**config.mk**
```make
export PLATFORM = sky130hd
export DESIGN_NAME = pc_fetch_unit
export DESIGN_NICKNAME = d
export VERILOG_FILES = /design/src/rtl/jac_pkg.sv /design/src/rtl/pc_fetch_unit_return_stack.sv /design/src/rtl/pc_fetch_unit.sv
export SDC_FILE = /design/constraint.sdc
export NUM_CORES = 1
export LEC_CHECK = 0
export BUFFER_PORTS_ARGS = -buffer_cell sky130_fd_sc_hd__buf_2
export CAP_MARGIN = 20
export CELL_PAD_IN_SITES_DETAIL_PLACEMENT = 1
export CELL_PAD_IN_SITES_GLOBAL_PLACEMENT = 1
export CORE_ASPECT_RATIO = 1.1
export CORE_MARGIN = 8
export CORE_UTILIZATION = 42
export CTS_CLUSTER_SIZE = 10
export DETAILED_ROUTE_END_ITERATION = 8
export PLACE_DENSITY = 0.76
export SKIP_LAST_GASP = 1
export SLEW_MARGIN = 20
export SYNTH_ARGS = -nofsm -noshare
export SYNTH_HDL_FRONTEND = slang
export SYNTH_SLANG_ARGS = --single-unit
```
**constraint.sdc**
```tcl
create_clock -name clk -period 2.1 [get_ports clk]
set_input_delay 0.21 -clock clk [delete_from_list [all_inputs] [get_ports clk]]
set_output_delay 0.21 -clock clk [all_outputs]
set_load 0.03 [all_outputs]
```
**src/rtl/jac_pkg.sv**
```systemverilog
// Shared definitions for the Jac1-8 fetch path.
// Holds default widths and the fetch state encoding.
package jac_pkg;

  localparam int unsigned JAC_PC_WIDTH     = 8;
  localparam int unsigned JAC_RESET_VECTOR = 0;

  typedef enum logic {
    RUN  = 1'b0,
    HALT = 1'b1
  } fetch_state_e;

endpackage

```
**src/rtl/pc_fetch_unit_return_stack.sv**
```systemverilog
// Small LIFO of return addresses.
// Push when full and pop when empty are ignored.
module return_stack #(
  parameter int unsigned WIDTH = 8,
  parameter int unsigned DEPTH = 4
) (
  input  logic                     clk,
  input  logic                     res,
  input  logic                     push,
  input  logic                     pop,
  input  logic [WIDTH-1:0]         din,
  output logic [WIDTH-1:0]         dout,
  output logic [$clog2(DEPTH):0]   count,
  output logic                     full,
  output logic                     empty
);

  localparam int unsigned AW = $clog2(DEPTH);
  localparam int unsigned CW = AW + 1;
  localparam logic [CW-1:0] C_ONE = CW'(1);
  localparam logic [AW-1:0] A_ONE = AW'(1);

  logic [WIDTH-1:0] mem [DEPTH];
  logic [CW-1:0]    count_q, count_d;
  logic [AW-1:0]    wr_idx, rd_idx;

  assign wr_idx = count_q[AW-1:0];
  assign rd_idx = wr_idx - A_ONE;
  assign full   = (count_q == CW'(DEPTH));
  assign empty  = (count_q == '0);
  assign dout   = mem[rd_idx];
  assign count  = count_q;

  always_comb begin
    count_d = count_q;
    if (push && !full) begin
      count_d = count_q + C_ONE;
    end else if (pop && !empty) begin
      count_d = count_q - C_ONE;
    end
  end

  always_ff @(posedge clk or posedge res) begin
    if (res) begin
      count_q <= '0;
    end else begin
      count_q <= count_d;
    end
  end

  // Entry contents need no reset; only occupancy matters.
  always_ff @(posedge clk) begin
    if (push && !full) begin
      mem[wr_idx] <= din;
    end
  end

endmodule

```
**src/rtl/pc_fetch_unit.sv**
```systemverilog
// Program counter and fetch sequencer with a hardware return stack.
// Overflow or underflow of the stack parks the unit in HALT until reset.
module pc_fetch_unit
  import jac_pkg::*;
#(
  parameter int unsigned PC_WIDTH     = JAC_PC_WIDTH,
  parameter int unsigned STACK_DEPTH  = 4,
  parameter int unsigned RESET_VECTOR = JAC_RESET_VECTOR
) (
  input  logic                           clk,
  input  logic                           res,
  input  logic                           stall,
  input  logic                           jmp_en,
  input  logic                           call_en,
  input  logic                           ret_en,
  input  logic [PC_WIDTH-1:0]            jmp_addr,
  output logic [PC_WIDTH-1:0]            pc,
  output logic [$clog2(STACK_DEPTH):0]   sp,
  output logic                           halted,
  output logic                           stack_ovf,
  output logic                           stack_unf
);

  localparam logic [PC_WIDTH-1:0] PC_ONE = PC_WIDTH'(1);

  fetch_state_e          state_q, state_d;
  logic [PC_WIDTH-1:0]   pc_q, pc_d, pc_inc, ras_top;
  logic                  ovf_q, ovf_d, unf_q, unf_d;
  logic                  push, pop, full, empty;

  assign pc_inc = pc_q + PC_ONE;

  return_stack #(
    .WIDTH(PC_WIDTH),
    .DEPTH(STACK_DEPTH)
  ) u_ras (
    .clk  (clk),
    .res  (res),
    .push (push),
    .pop  (pop),
    .din  (pc_inc),
    .dout (ras_top),
    .count(sp),
    .full (full),
    .empty(empty)
  );

  always_comb begin
    state_d = state_q;
    pc_d    = pc_q;
    ovf_d   = ovf_q;
    unf_d   = unf_q;
    push    = 1'b0;
    pop     = 1'b0;
    if (state_q == RUN && !stall) begin
      if (ret_en) begin
        if (!empty) begin
          pc_d = ras_top;
          pop  = 1'b1;
        end else begin
          unf_d   = 1'b1;
          state_d = HALT;
        end
      end else if (call_en) begin
        if (!full) begin
          pc_d = jmp_addr;
          push = 1'b1;
        end else begin
          ovf_d   = 1'b1;
          state_d = HALT;
        end
      end else if (jmp_en) begin
        pc_d = jmp_addr;
      end else begin
        pc_d = pc_inc;
      end
    end
  end

  always_ff @(posedge clk or posedge res) begin
    if (res) begin
      state_q <= RUN;
      pc_q    <= PC_WIDTH'(RESET_VECTOR);
      ovf_q   <= 1'b0;
      unf_q   <= 1'b0;
    end else begin
      state_q <= state_d;
      pc_q    <= pc_d;
      ovf_q   <= ovf_d;
      unf_q   <= unf_d;
    end
  end

  assign pc        = pc_q;
  assign halted    = (state_q == HALT);
  assign stack_ovf = ovf_q;
  assign stack_unf = unf_q;

endmodule

```
==> results.cfg, run 1 <==
[synth]
synth.area.top_cells = edfxtp_1 (43%), dfrtp_1 (16%), mux4_2 (8.1%)
syn_area_per_cell_um2 = 13.8
synth_flop_cell = edfxtp_1
synth_adder_area_share = 0.0371
synth-simple-area-share = 0.102
synth_top_family_by_area = multiplexers
syn_inst = 161
synth_compound_area_frac = 0.102
yosysWarnings = 0
synth_top_area_share = 0.432
synthMuxAreaShare = 0.109
synth_edf_count = 32
async_reset_ff_frac = 0.304
synth_cell_type_count = 45
synth_area_um2 = 2220
synthXorXnorAreaFrac = 0.0276
syn-num-nets = 181
ys_ff_latch = 46
yosysTopAreaCell = edfxtp_1
yosysSeqAreaShare = 0.589

[sta]
timing.fmax_ghz = 0.524
hold_viol = 0
post-route-period-util = 0.908
rsz0062_at_grt = no
finalClockSkew_ps = 6.19
setup_viol = 0
hold_ws_ps = 106
slew_headroom = 0.591
post-route-min-period_ps = 1910
drv_slew = 0
setup_tns_ps = 0
worst_slew_pin_slew_ps = 613

[die]
core-area_um2 = 5260
io_pins = 28
die_x_um = 85.4
rows = 28
die_h_um = 92.3
floorplan.initialDensity = 0.423
die_area_um2 = 7880

[worst_setup_path]
end_kind = flip-flop
startpoint_type = flip-flop
r2r_slack_ps = 190
worstPathArrival_ps = 2080
critPathKind = flip-flop to flip-flop
required_ps = 2270
cp_max_fo = 8

[clocking]
cts.path.max_buffers = 2
root_buffer = clkbuf_8
cts.sinks = 46
htreeDepth = 2
numCtsBuffers = 5
clock_latency_ps = 300
cts_resized = 0
cts_tree = yes
cts.clk_slew.worst_paths_ps = 90

[pwr]
powerDensity_nw_per_um2 = 1440
power_uw = 3700
p_leak_uw = 0.000962
ir_worst_vdd_uv = 831

[placement]
placed_area_um2 = 2440
place.gp.congestion = 0.794
hpwl_um = 3770
port_buffers = 27

[run_status]
status = finished clean

[grt]
grt_max_degree = 21
grt_use_met2 = 0.235
grt_pass1_vias = 1554
met1_usage = 0.154
grt.total_usage = 0.132
grt_pass1_wl_um = 8020
grt_busiest_layer = met2
met3_usage = 0.0354
antenna_found_initial = 0
overflow = 0

[drt]
finalWirelength_um = 5270
dr.pass1.iters = 4
antenna_left = 0
drtIter0Drc = 95
vias = 1454
post-route-drc-count = 0
wire_per_inst_um = 20.6
avgViaCountPerCell = 5.70

[finish]
layout_commonest_cell = edfxtp_1
layout.nets = 214
fin_util = 0.487
syn_to_final_growth_pct = 15.1
nFillCells = 561
n_antenna_cell = 0
mostFrequentLayoutCells = edfxtp_1 (32), buf_2 (27), nand2_1 (12), dfrtp_1 (12)
final_layout_size_suffix_gt1_frac = 0.338
fin_area_um2 = 2560

[run]
cap_violations = 0

[min_path]
worstHoldPathType = input pin to flip-flop
==> sequential cells by signal, indices dropped and copies added, names as in the netlist <==
signal,count
u_ras.mem,32
pc,8
u_ras.count,3
halted,1
stack_ovf,1
stack_unf,1
==> Yosys cell counts (all sizes together) (4+ instances only) <==
cell type  count
edfxtp        32
dfrtp         14
nand2         13
mux4           8
nor2           8
o21ai          7
a31oi          6
inv            6
and2           5
buf            5
ha             5
nand3          5
o211ai         4
xor2           4
==> report_power, final <==
group,total (µW),leakage (µW),switching [µW],internal [µW]
sequential,1430,0.000446,177,1250
combinational,1710,0.000471,1020,691
clock,563,0.0000447,323,240
==> worst paths after layout <==
| check | from | end | cells past startpoint |
|---|---|---|---|
| setup / recovery | u_ras.count[1]$_DFFE_PP0P_ | u_ras.count[2]$_DFFE_PP0P_ | 10 |
| hold / removal | stall | halted$_DFFE_PP0P_ | 2 |
| setup reg to reg | u_ras.count[1]$_DFFE_PP0P_ | u_ras.count[2]$_DFFE_PP0P_ | 10 |
| hold reg to reg | stack_unf$_DFFE_PP0P_ | stack_unf$_DFFE_PP0P_ | 1 |
| max in group asynchronous | res | u_ras.count[0]$_DFFE_PP0P_ | 3 |
| min in group asynchronous | res | pc[1]$_DFFE_PP0P_ | 3 |
==> per-layer routing <==
metal	routed length, µm	vias up
met1	2220	749
met3	218	5
met2	2790	32
met4	42	0
li1	-	668
met5	0	-
==> repair_timing <==
action | in CTS | in global routing
hold buffers | 1 | 0
setup buffers | 0 | 2
endpoints found under the setup margin | 0 | 1
hold endpoints to repair | 14 | 0
==> area by class of cell <==
| class | instances | area, µm² | area share |
|---|---|---|---|
| flip-flops and latches | 46 | 1310 | 0.513 |
| multi-input cells | 101 | 863 | 0.337 |
| repair buffers | 34 | 190 | 0.0743 |
| well taps | 60 | 75.1 | 0.0293 |
| clock buffers | 5 | 68.8 | 0.0269 |
| clock inverters | 3 | 25.0 | 0.00977 |
| inverters | 6 | 25.0 | 0.00977 |
==> cell families after synthesis <==
kind of cell | after synthesis
and+or+nand+nor | 45
xor gates and xnor gates | 7
adders and majority gates | 6
AOI/OAI and AO/OA | 30
DFF | 46
muxes | 13
buffers and inverters | 14
==> worst max-delay path, stage by stage, from the launching register on <==
cell and delay (ps):
dfrtp_2 390, inv_1 80, ha_4 200, nand2_2 90, and3_4 210, inv_2 40
fa_2 420, nand2_1 80, nand2_1 50, a31oi_1 170, a31oi_1 60
==> stage by stage <==
stage                     setup WS [ps]  cells
after floorplan                   -26.6    161
after global placement              242    244
after detailed placement            122    244
after CTS                           107    253
after global routing               66.6    255
final                               193    255
Power figures use the tool's default switching activity.
==> run 2: changes to the inputs <==
- ABC_AREA: default -> 1
- CORE_UTILIZATION: 42 -> 40
- PLACE_DENSITY: 0.76 -> 0.78
==> results.cfg, run 2 <==
[run_status]
status = finished clean

[die]
io_pins = 28
die_area_um2 = 8600
rows = 29
floorplan.initialDensity = 0.411
die_h_um = 96.5
core-area_um2 = 5730
die_x_um = 89.2

[synth]
yosysMostFrequentCell = nand2_1
synth_area_um2 = 2360
ys_ff_latch = 46
synth_flop_cell = edfxtp_1
synth_cell_type_count = 28
yosysTopAreaCell = edfxtp_1
synth_top_area_share = 0.408
syn_inst = 260
synth.area.top_cells = edfxtp_1 (41%), dfrtp_1 (15%), nand2_1 (14%)
ys_top_cells_by_count = nand2_1 (86), inv_1 (35), nand3_1 (33)
yosysWarnings = 0
syn-num-nets = 280
synth_edf_count = 32
async_reset_ff_frac = 0.304
yosysSeqAreaShare = 0.557
syn_area_per_cell_um2 = 9.06

[sta]
finalClockSkew_ps = 4.65
slew_headroom = 0.629
rsz0062_at_grt = no
worst_slew_pin_slew_ps = 556
timing.fmax_ghz = 0.517
drv_slew = 0
post-route-min-period_ps = 1930
setup_viol = 0
post-route-period-util = 0.921
hold_viol = 0

[drt]
dr.pass1.iters = 4
post-route-drc-count = 0
avgViaCountPerCell = 4.89
wire_per_inst_um = 15.6
finalWirelength_um = 5860
antenna_left = 0
drtIter0Drc = 73
vias = 1834

[worst_setup_path]
crit_slowest_cell = dfrtp_2
cp_max_fo = 6
cpPeakStageDelay_ps = 420
r2r-start = u_ras.count[1]$_DFFE_PP0P_
r2r_end = u_ras.count[2]$_DFFE_PP0P_
r2r_slack_ps = 170
critPathCapture = u_ras.count[2]$_DFFE_PP0P_
startpoint_type = flip-flop
startpoint = u_ras.count[1]$_DFFE_PP0P_
cpLargestDelayFamily = adder cells
cp_num_cells = 11
end_kind = flip-flop
critPathKind = flip-flop to flip-flop
worstPathArrival_ps = 2130
reg2reg_depth = 11
path_buf_inv = 3
crit_chain = inv_1 -> ha_1 -> nand2_1 -> nand2_4 -> fa_1 -> inv_1 -> nand4_1 -> o21ai_2 -> inv_1 -> nand2_1 -> nand2_1
required_ps = 2300

[run]
cap_violations = 0

[min_path]
hold_depth = 4
worstHoldPathType = input pin to flip-flop

[pwr]
power_uw = 1660
p_leak_uw = 0.00128
powerDensity_nw_per_um2 = 608
ir_worst_vdd_uv = 346

[finish]
n_antenna_cell = 0
mostFrequentLayoutCells = nand2_1 (86), inv_1 (35), nand3_1 (33), edfxtp_1 (32), buf_2 (27)
fin_area_um2 = 2730
seq_area_um2 = 1310
fin_util = 0.476
final_layout_size_suffix_gt1_frac = 0.198
top_register = u_ras.mem
layout.nets = 317
nFillCells = 701
syn_to_final_growth_pct = 15.8
layout_commonest_cell = nand2_1
largest_register_ffs = 32
multi_input_area_um2 = 853

[clocking]
cts.sinks = 46
htreeDepth = 2
cts_tree = yes
clock_latency_ps = 290
cts.clk_slew.worst_paths_ps = 80
numCtsBuffers = 5
cts_setup_buffers = 0
root_buffer = clkbuf_8
cts.path.max_buffers = 2

[grt]
grt_pass1_wl_um = 9570
overflow = 0
antenna_found_initial = 0
grt_pass1_vias = 1955
grt.total_usage = 0.148
grt_max_degree = 21

[placement]
port_buffers = 27
placed_area_um2 = 2610
hpwl_um = 4510
place.gp.congestion = 0.747
-- run 2: changes by cell type in the layout (fill, tap and decap cells not counted), moves of 6 or more --
| cell | delta |
|---|---|
| nand2_1 | +74 |
| inv_1 | +31 |
| nand3_1 | +28 |
| mux4_2 | -8 |
| a31oi_1 | -6 |
-- run 2: stage by stage --
step	setup TNS, ps	instances	setup WS [ps]	hold slack, ps
floorplan	-74.2	260	-74.2	99.2
global placement	0	366	230	284
detailed placement	0	366	104	294
CTS	0	375	85.5	192
global route	0	375	5.31	219
finish	0	375	166	204
-- run 2: report_power, final --
part	internal, µW	total, µW	leakage [µW]	switching [µW]
logic	20.4	55.3	0.000692	34.8
registers	960	960	0.000531	0
clock network	350	642	0.0000579	292
total	1330	1660	0.00128	327
-- run 2: how the worst min path moves through the flow --
stage,to,startpoint,slack (ps)
3_5_place_dp,pc[0]$_DFFE_PP0P_,res,290
4_1_cts,halted$_DFFE_PP0P_,stall,190
3_3_place_gp,pc[0]$_DFFE_PP0P_,res,280
2_1_floorplan,halted$_DFFE_PP0P_,res,100
5_1_grt,halted$_DFFE_PP0P_,stall,220
6_report,halted$_DFFE_PP0P_,stall,200
-- run 2: routing by layer --
metal	track usage	part of all wire	vias up
li1	-	-	905
met1	0.167	0.42	895
met2	0.276	0.54	28
met3	0.0212	0.024	6
met4	0.0499	0.013	0
met5	0	0	-
-- run 2: tightest hold or removal path, delay by kind of cell --
family	cells	cell delay (ps)
simple gates	2	100
buf+inv	2	150
-- run 2: what timing repair did --
action / CTS / global route
hold buffers: 1 / 0
endpoints found under the setup margin: 0 / 1
gates resized for setup: 0 / 1
endpoints found under the hold margin: 14 / 0
-- run 2: final cells by class --
type,count,share of cell area
sequential,46,0.482
inverter,38,0.0550
clock inverter,3,0.0147
tap,77,0.0353
multi-input combinational,170,0.313
clock buffer,5,0.0252
timing repair buffer,36,0.0752
-- run 2: logic make-up (layout without fill, tap and decap cells) --
logic type,Yosys count,count (layout),share of synthesized area
compound gates,19,19,0.0494
fa+ha+maj,6,6,0.0351
xor+xnor,2,2,0.00744
simple gates,143,143,0.268
flops,46,46,0.557
buf+inv,44,82,0.0834
==> run 3: changes to the inputs <==
- CORE_UTILIZATION: 40 -> 44
- PLACE_DENSITY: 0.78 -> 0.81
- clock period: 2.1 -> 2 ns (I/O delays scaled with it)
==> results.cfg, run 3 (synthesized netlist as in run 2, its figures left out) <==
[run_status]
status = finished clean

[die]
rows = 28
die_x_um = 85.8
die_h_um = 92.7
die_area_um2 = 7950
core-area_um2 = 5290
floorplan.initialDensity = 0.445
io_pins = 28

[finish]
layout.nets = 318
syn_to_final_growth_pct = 17.3
fin_util = 0.522
layout_commonest_cell = nand2_1
mostFrequentLayoutCells = nand2_1 (85), inv_1 (35), nand3_1 (33), edfxtp_1 (32), buf_2 (27)
finalNonFillerCells = 374
final_layout_size_suffix_gt1_frac = 0.201
top_register = u_ras.mem
n_antenna_cell = 0
nFillCells = 621
largest_register_ffs = 32

[clocking]
cts.sinks = 46
clock_latency_ps = 300
cts.path.max_buffers = 2
cts.clk_slew.worst_paths_ps = 90
root_buffer = clkbuf_8
cts_tree = yes
htreeDepth = 2
numCtsBuffers = 5

[worst_setup_path]
required_ps = 2200
critPathCapture = u_ras.count[2]$_DFFE_PP0P_
r2r_slack_ps = 100
critPathKind = flip-flop to flip-flop
reg2reg_depth = 11
r2r_end = u_ras.count[2]$_DFFE_PP0P_
cp_max_fo = 6
startpoint = halted$_DFFE_PP0P_
startpoint_type = flip-flop
worstPathArrival_ps = 2100
r2r-start = halted$_DFFE_PP0P_
end_kind = flip-flop

[sta]
post-route-min-period_ps = 1900
slew_headroom = 0.598
drv_slew = 0
finalClockSkew_ps = 3.83
post-route-period-util = 0.950
setup_viol = 0
hold_viol = 0
worst_slew_pin_slew_ps = 602
timing.fmax_ghz = 0.527
rsz0062_at_grt = no

[run]
cap_violations = 0

[drt]
vias = 1866
avgViaCountPerCell = 4.99
wl_met2_um = 3340
wl_met1_um = 2690
wl_met3_um = 185
drtIter0Drc = 90
highest_layer = met4
post-route-drc-count = 0
wire_per_inst_um = 16.9
antenna_left = 0
finalWirelength_um = 6320
dr.pass1.iters = 4

[grt]
grt_max_degree = 21
overflow = 0
antenna_found_initial = 0
grt.total_usage = 0.169
grt_pass1_vias = 2023
grt_pass1_wl_um = 10400

[pwr]
p_leak_uw = 0.00130
powerDensity_nw_per_um2 = 688
ir_worst_vdd_uv = 401

[placement]
hpwl_um = 4730
placedCellCount = 365
port_buffers = 27
place.gp.congestion = 0.776

[min_path]
worstHoldPathType = input pin to flip-flop
## run 3: worst max-delay path, stage by stage (launching register included)
cell and delay (ps):
dfrtp_1 410, inv_1 80, nand2_1 180, nor2_4 170, nand2_4 90, fa_1 360, inv_1 100, nand4_1 130
o21ai_2 90, inv_1 60, nand2_1 70, nand2_1 50
## run 3: worst min-delay path by stage
stage	start	endpoint	depth (start not counted)
after floorplan	res	halted$_DFFE_PP0P_	1
after global placement	res	stack_unf$_DFFE_PP0P_	2
after detailed placement	res	halted$_DFFE_PP0P_	2
after CTS	stall	halted$_DFFE_PP0P_	4
after global routing	stall	halted$_DFFE_PP0P_	4
final	stall	halted$_DFFE_PP0P_	4
## run 3: through the flow
step           instance area (µm²)  hold slack (ps)  setup TNS [ps]  setup slack [ps]  power (µW)
5_1_grt                       2760              198               0              9.86        1950
6_report                      2760              185               0               101        1900
3_5_place_dp                  2610              292               0               144        1090
3_3_place_gp                  2610              276               0               237        1080
4_1_cts                       2760              173               0               108        1910
2_1_floorplan                 2360             89.2           -1690              -174        1060
## run 3: routing by layer
layer	up-vias	global-route usage
met5	-	0
met4	0	0.0541
met3	8	0.0257
met2	31	0.313
met1	913	0.191
li1	914	-
## run 3: what timing repair did
item,CTS,global route
hold buffers,1,0
hold endpoints to repair,14,0
gates resized for setup,0,1
buffers inserted,0,0
endpoints found under the setup margin,0,1
## run 3: power breakdown
part           internal [µW]  leakage [µW]  total [µW]  switching (µW)
logic                   21.5      0.000697        61.1            39.6
clock network            501     0.0000683         832             331
registers               1010      0.000532        1010               0
## run 3: cell type report
type | instances | area (µm²) | share of cell area
sequential | 46 | 1310 | 0.475
multi-input combinational | 170 | 856 | 0.310
timing repair buffer | 37 | 213 | 0.0770
inverter | 38 | 150 | 0.0543
tap | 75 | 93.8 | 0.0340
clock buffer | 5 | 68.8 | 0.0249
clock inverter | 3 | 68.8 | 0.0249
